===== src/rtl/vout_tlc5615.sv =====
// TLC5615 serial DAC writer: sends {code,2'b00} MSB first whenever dac_value
// differs from the last code sent, and once unconditionally after reset.
module vout_tlc5615 #(
    parameter int unsigned SPEED     = 24,
    parameter int unsigned GAP_TICKS = 2
) (
    input  logic       clk,
    input  logic       rst_n,
    input  logic [9:0] dac_value,
    output logic       dac_sclk,
    output logic       dac_din,
    output logic       dac_cs_n,
    output logic       busy
);

    localparam int unsigned DIV_BITS = $clog2(SPEED + 1);
    localparam int unsigned DIV_W    = (DIV_BITS < 8) ? 8 : DIV_BITS;
    localparam logic [DIV_W-1:0] DIV_RELOAD = DIV_W'(SPEED);
    localparam logic [DIV_W-1:0] DIV_ONE    = DIV_W'(1);
    localparam logic [7:0]       GAP_LOAD   = 8'(GAP_TICKS);

    typedef enum logic [1:0] {
        IDLE,
        SHIFT,
        CSUP,
        GAP
    } state_e;

    logic [DIV_W-1:0] div_q, div_d;
    logic             tick;

    state_e     state_q;
    logic [11:0] shreg_q;
    logic [9:0]  last_sent_q;
    logic        force_q;
    logic [3:0]  bitcnt_q;
    logic [7:0]  gap_q;
    logic        sclk_q;
    logic        din_q;
    logic        cs_n_q;
    logic        busy_q;
    logic        pending;

    assign tick = (div_q == '0);

    // NOTE: default assignment first so every path drives div_d and no latch is inferred.
    always_comb begin
        div_d = div_q - DIV_ONE;
        if (tick) begin
            div_d = DIV_RELOAD;
        end
    end

    always_ff @(posedge clk or negedge rst_n) begin
        if (!rst_n) begin
            div_q <= DIV_RELOAD;
        end else begin
            div_q <= div_d;
        end
    end

    // Evaluated only on the IDLE tick, so a change that reverts beforehand is ignored.
    assign pending = force_q || (dac_value != last_sent_q);

    // NOTE: non-blocking assignments throughout so every register sees pre-edge values.
    always_ff @(posedge clk or negedge rst_n) begin
        if (!rst_n) begin
            state_q     <= IDLE;
            shreg_q     <= '0;
            last_sent_q <= '0;
            force_q     <= 1'b1;
            bitcnt_q    <= '0;
            gap_q       <= '0;
            sclk_q      <= 1'b0;
            din_q       <= 1'b0;
            cs_n_q      <= 1'b1;
            busy_q      <= 1'b0;
        end else if (tick) begin
            case (state_q)
                IDLE: begin
                    if (pending) begin
                        shreg_q     <= {dac_value, 2'b00};
                        last_sent_q <= dac_value;
                        force_q     <= 1'b0;
                        cs_n_q      <= 1'b0;
                        din_q       <= dac_value[9];
                        busy_q      <= 1'b1;
                        bitcnt_q    <= '0;
                        sclk_q      <= 1'b0;
                        state_q     <= SHIFT;
                    end
                end
                SHIFT: begin
                    if (!sclk_q) begin
                        sclk_q <= 1'b1;
                    end else begin
                        // Falling edge: present the next bit; zeros shift in behind the frame.
                        sclk_q   <= 1'b0;
                        shreg_q  <= {shreg_q[10:0], 1'b0};
                        din_q    <= shreg_q[10];
                        bitcnt_q <= bitcnt_q + 4'd1;
                        if (bitcnt_q == 4'd11) begin
                            state_q <= CSUP;
                        end
                    end
                end
                CSUP: begin
                    cs_n_q  <= 1'b1;
                    din_q   <= 1'b0;
                    gap_q   <= GAP_LOAD;
                    state_q <= GAP;
                end
                GAP: begin
                    gap_q <= gap_q - 8'd1;
                    if (gap_q <= 8'd1) begin
                        state_q <= IDLE;
                        busy_q  <= 1'b0;
                    end
                end
                default: state_q <= IDLE;
            endcase
        end
    end

    assign dac_sclk = sclk_q;
    assign dac_din  = din_q;
    assign dac_cs_n = cs_n_q;
    assign busy     = busy_q;

endmodule


===== config.mk =====
export PLATFORM = sky130hd
export DESIGN_NAME = vout_tlc5615
export DESIGN_NICKNAME = d
export VERILOG_FILES = /design/src/rtl/vout_tlc5615.sv
export SDC_FILE = /design/constraint.sdc
export NUM_CORES = 1
export LEC_CHECK = 0
export CAP_MARGIN = 20
export CORE_UTILIZATION = 63
export CTS_BUF_LIST = sky130_fd_sc_hd__clkbuf_8 sky130_fd_sc_hd__clkbuf_16
export DETAILED_ROUTE_END_ITERATION = 8
export PLACE_DENSITY_LB_ADDON = 0.2
export SLEW_MARGIN = 15
export SYNTH_ARGS = -nofsm -noshare
export SYNTH_HDL_FRONTEND = slang
export SYNTH_SLANG_ARGS = --single-unit

===== constraint.sdc =====
create_clock -name clk -period 4.2 [get_ports clk]
set_input_delay 0.63 -clock clk [delete_from_list [all_inputs] [get_ports clk]]
set_output_delay 0.63 -clock clk [all_outputs]
set_load 0.01 [all_outputs]

# Word level (Yosys, flattened, before mapping)
# Cells that the tools add are included.
# totals
input_bits	12
ff_bits	48
elab_cells	63
n_memories	0
mem_bits_rw	0
latchBits	0
mem_bits_ro	0
# classes
n_eq_ne	9
n_mux	23
add_sub_neg	3
magnitude_cmp	1
shifts	0
n_div	0
bitwise	0
mul	0
n_reduce_logical	16
# op_table
op	n
two-way mux 11 bit	2
one-hot mux 11 bit (2 select lines)	1
one-hot mux 8 bit (2 select lines)	1
subtractor 8 x 1 -> 8 bit (second input constant)	2
AND reduction 4 bit	3
!= test 10 bit	1
AND reduction 3 bit	3
<= comparator 8 x 1 -> 1 bit (second input constant)	1
logical NOT 8 bit	1
two-way mux 2 bit	4
two-way mux 4 bit	2
two-way mux 8 bit	1
!= test 2 bit (second input constant)	4
one-hot mux 2 bit (4 select lines)	1
one-hot mux 4 bit (2 select lines)	1
nonzero test 2 bit	4
two-way mux 1 bit	6
one-hot mux 1 bit (2 select lines)	3
AND reduction 5 bit	1
adder 4 x 1 -> 4 bit (second input constant)	1
== test 2 bit (second input constant)	2
== test 4 bit (second input constant)	1
one-hot mux 1 bit (3 select lines)	1
nonzero test 3 bit	1
other kinds (4)	4

# Logic depth before layout (Yosys ltp)
# logic_depth
word_depth	4
mapped_depth	8
depth_no_buf	7

# Worst setup path after synthesis
# Ideal clock, no wire load.
# synth_path
path_kind	reg2reg
startpoint	reg state_q[0]
endpoint	reg shreg_q[7]
stages_incl_launch_ff	9
path_buffers	1
arrival_time_ps	1936
synth_period_minus_slack_ps	2064
required_ps	4071
path_slack_ps	2136
cell_sequence	dfrtp_1 > inv_1 > ha_1 > nor2b_1 > nand4_1 > nor3_2 > buf_2 > nor3_1 > a2111o_1
# synth_between
elab_chain_cells	3
elab_cells_between_ends	7
classes_between	3 x eq/ne; 1 x mux; 3 x reduce/logical
# synth_lines
element	line_no	text
from (decl)	32	state_e state_q;
from (signal assigned)	68	state_q <= IDLE;
from (signal assigned)	90	state_q <= SHIFT;
from (signal assigned)	103	state_q <= CSUP;
== test 2 x 1 -> 1 bit / logical NOT 2 bit (equally long branches)	79	case (state_q)
!= test 2 bit (no line) / nonzero test 2 bit (equally long branches)	n/a	
AND reduction 4 bit (no line)	n/a	
to (signal assigned)	82	shreg_q <= {dac_value, 2'b00};
to (signal assigned)	99	shreg_q <= {shreg_q[10:0], 1'b0};
to (decl)	33	logic [11:0] shreg_q;
# Several ways; a longest one is shown, not always the timed one.
# A chain may end at the register's enable or synchronous reset.

# Worst setup path after layout
# layout_path
startpoint	reg div_q[5]
endpoint	reg shreg_q[8]
# layout_between
elab_chain_cells	2
# layout_lines
element	line_no	text
from (decl)	29	logic [DIV_W-1:0] div_q, div_d;
from (signal assigned)	58	div_q <= div_d;
logical NOT 8 bit	44	assign tick = (div_q == '0);
AND reduction 4 bit (no line)	n/a	
# No other way between the ends.

==> impl_metrics.json <==
{
  "netlist-cell-type-count": 50,
  "seq_area_um2": 1160,
  "std_cell_rows": 22,
  "synth_flop_cell": "dfrtp_1",
  "area_growth_pct": 11.0,
  "die_h_um": 64.9,
  "place_hpwl_um": 3320,
  "crit_fanout": 20,
  "ys_warn_count": 0,
  "drv_slew": 0,
  "setup_tns_ps": 0,
  "synth_edf_count": 0,
  "syn_avg_cell_area_um2": 10.1,
  "fin_util_pct": 74.0,
  "grt-ovfl-total": 0,
  "antenna_found_initial": 0,
  "cp-end-kind": "register",
  "drc": 0,
  "cts_root_buffer": "clkbuf_8",
  "r2r_cells": 6,
  "power.total_uw": 766,
  "final_common_cell": "dfrtp_1",
  "cts_resized": 0,
  "io_pins": 16,
  "dr.first_iter.drc_count": 184,
  "crit_chain": "nor4_4 > and3_1 > o21ai_1 > buf_4 > or2_1 > a2111o_1",
  "ant_nets": 0,
  "vias_per_cell": 6.07,
  "arrival_ps": 2790,
  "crit_type": "register to register",
  "timing.rr.end": "shreg_q[8]",
  "postSynthNetCount": 268,
  "grt_setup_unrepaired": "no",
  "h-tree-depth": 2,
  "core_um2": 3740,
  "syn-cell-area_um2": 2500,
  "grt_use_total_pct": 26.8,
  "drive_gt1_share_pct": 13.0,
  "yosysSeqAreaShare_pct": 46.3,
  "vias": 1883,
  "crit_path_top_delay_cell": "and3_1",
  "critPathTopFamily": "simple AND/OR/NAND/NOR gates",
  "status": "finished clean",
  "cts_hold_buf": 0,
  "cts_made_buffers": 5,
  "power_leakage_nw": 1.17,
  "fin_skew_ps": 6.18,
  "final_cell_mix": "42 x dfrtp_1, 25 x nand2_1, 17 x inv_1, 15 x nor3_1",
  "start_util_pct": 66.7,
  "place_ws_ps": 1270,
  "grt_pass1_vias": 1799,
  "period_share_pct": 62.0,
  "async_flop_share_pct": 100,
  "insertion_delay_ps": 300,
  "routed_wirelength_um": 4950,
  "final.setup.worst_slack_ps": 1590,
  "firstDrtPassIters": 4,
  "period_minus_slack_ps": 2610,
  "hold_path_class": "input port to async pin",
  "fmax_ghz": 0.384,
  "die_w_um": 64.9,
  "diodes": 0,
  "hold_violations": 0,
  "layout.nets": 282,
  "synth_top_cell_by_area": "dfrtp_1",
  "slew_headroom_pct": 39.2,
  "die-area_um2": 4220,
  "cp.required_ps": 4380,
  "r2r_slack_ps": 1590,
  "ys_ff_latch": 46,
  "multi_input_area_um2": 1220,
  "clock-sinks": 46,
  "gp_congestion": 0.807,
  "setup_violations": 0,
  "cts_setup_buffers": 0,
  "powerDensity_nw_per_um2": 276,
  "grt_pass1_wl_um": 8450,
  "fillerInstances": 287,
  "r2r-start": "div_q[5]",
  "tightest_slew_ps": 906,
  "wl_per_cell_um": 16.0,
  "grt_max_degree": 47,
  "clk_path_buf_depth": 2,
  "synth_area_leaders": "dfrtp_1 42%, mux2_2 5.0%, xnor2_1 4.6%, ha_1 4.5%, dfstp_2 4.2%",
  "clkSlewWorstSetupHoldPaths_ps": 80,
  "cp_slowest_stage_delay_ps": 510,
  "numPortBuffers": 15,
  "worstSetupStartpointType": "register",
  "synthCells": 247,
  "cts_tree": "yes",
  "crit_buf_inv": 1,
  "ir_drop_v": 0.000191,
  "yosys.area.top_type_share_pct": 42.1,
  "maxCapViolCount": 0
}
-- metrics by stage --
step / hold slack (ps) / area [µm²] / instances
4_1_cts: 482 / 2750 / 309
5_1_grt: 250 / 2770 / 310
3_3_place_gp: 454 / 2660 / 301
3_5_place_dp: 470 / 2660 / 301
6_report: 224 / 2770 / 310
2_1_floorplan: 334 / 2500 / 247
-- sequential cells by signal, summed over array words and instances, names as in the netlist, 2 cells and up --
name / flops
gap_q: 8
state_q: 2
bitcnt_q: 4
last_sent_q: 10
shreg_q: 9
div_q: 8
-- metal layers --
metal  wire length (µm)  global-route usage, %  up-vias  part of all wire, %
li1                   -                      -      923                    -
met1               2300                   37.1      896                   46
met2               2290                   39.7       55                   46
met3                283                   7.04        9                  5.7
met4                 75                   10.6        0                  1.5
met5                  0                      0        -                    0
-- worst reg2reg max path, cell delays in order (launching register included) --
cell,delay [ps]
dfrtp_1,420
nor4_4,350
and3_1,510
o21ai_1,130
buf_4,230
or2_1,370
a2111o_1,470
-- cells in the mapped netlist, drive strengths merged, types with 2 or more instances --
| cell type | n |
|---|---|
| nor2 | 14 |
| a21oi | 2 |
| dfstp | 4 |
| nor3 | 17 |
| o22ai | 2 |
| clkbuf | 6 |
| xnor2 | 13 |
| ha | 9 |
| a22o | 5 |
| nor4 | 5 |
| and2 | 2 |
| buf | 5 |
| nand2 | 25 |
| and3 | 2 |
| nand2b | 4 |
| a221oi | 2 |
| nand3 | 6 |
| mux2 | 11 |
| dfrtp | 42 |
| or2 | 3 |
| a2111o | 2 |
| nand4 | 3 |
| or3 | 2 |
| inv | 16 |
| o41ai | 3 |
| nor2b | 2 |
| o21ai | 9 |
| mux2i | 3 |
| o31ai | 11 |
| a211o | 3 |
| o311ai | 2 |
-- cell families after synthesis --
kind of cell / after synthesis / share of synthesized area [%]
adders and majority gates: 9 / 4.51
and+or+nand+nor: 88 / 18.5
xor gates and xnor gates: 14 / 4.91
AOI/OAI and AO/OA: 49 / 14.9
DFF: 46 / 46.3
muxes: 14 / 6.17
buffers and inverters: 27 / 4.66
-- where the power goes --
group          internal [mW]  switching (mW)
registers              0.448         0.00337
clock network          0.130           0.146
logic                 0.0205          0.0184
total                  0.598           0.167
-- area by class of cell --
class                      instances  area share [%]
sequential                        46            41.7
multi-input combinational        174            44.2
inverter                          16            2.17
timing repair buffer              18            6.50
clock inverter                     2           0.316
tap                               48            2.17
clock buffer                       6            2.98
-- how the worst max path moves through the flow --
stage | cells after the start | endpoint | slack, ps | from
floorplan | 8 | shreg_q[7] | 2140 | state_q[0]
global placement | 7 | last_sent_q[4] | 1270 | dac_value[3]
detailed placement | 7 | last_sent_q[7] | 1270 | dac_value[1]
CTS | 6 | shreg_q[8] | 1570 | div_q[5]
global route | 6 | shreg_q[8] | 1400 | div_q[2]
finish | 6 | shreg_q[8] | 1590 | div_q[5]
Note: power is estimated with default switching activity, not from simulation.
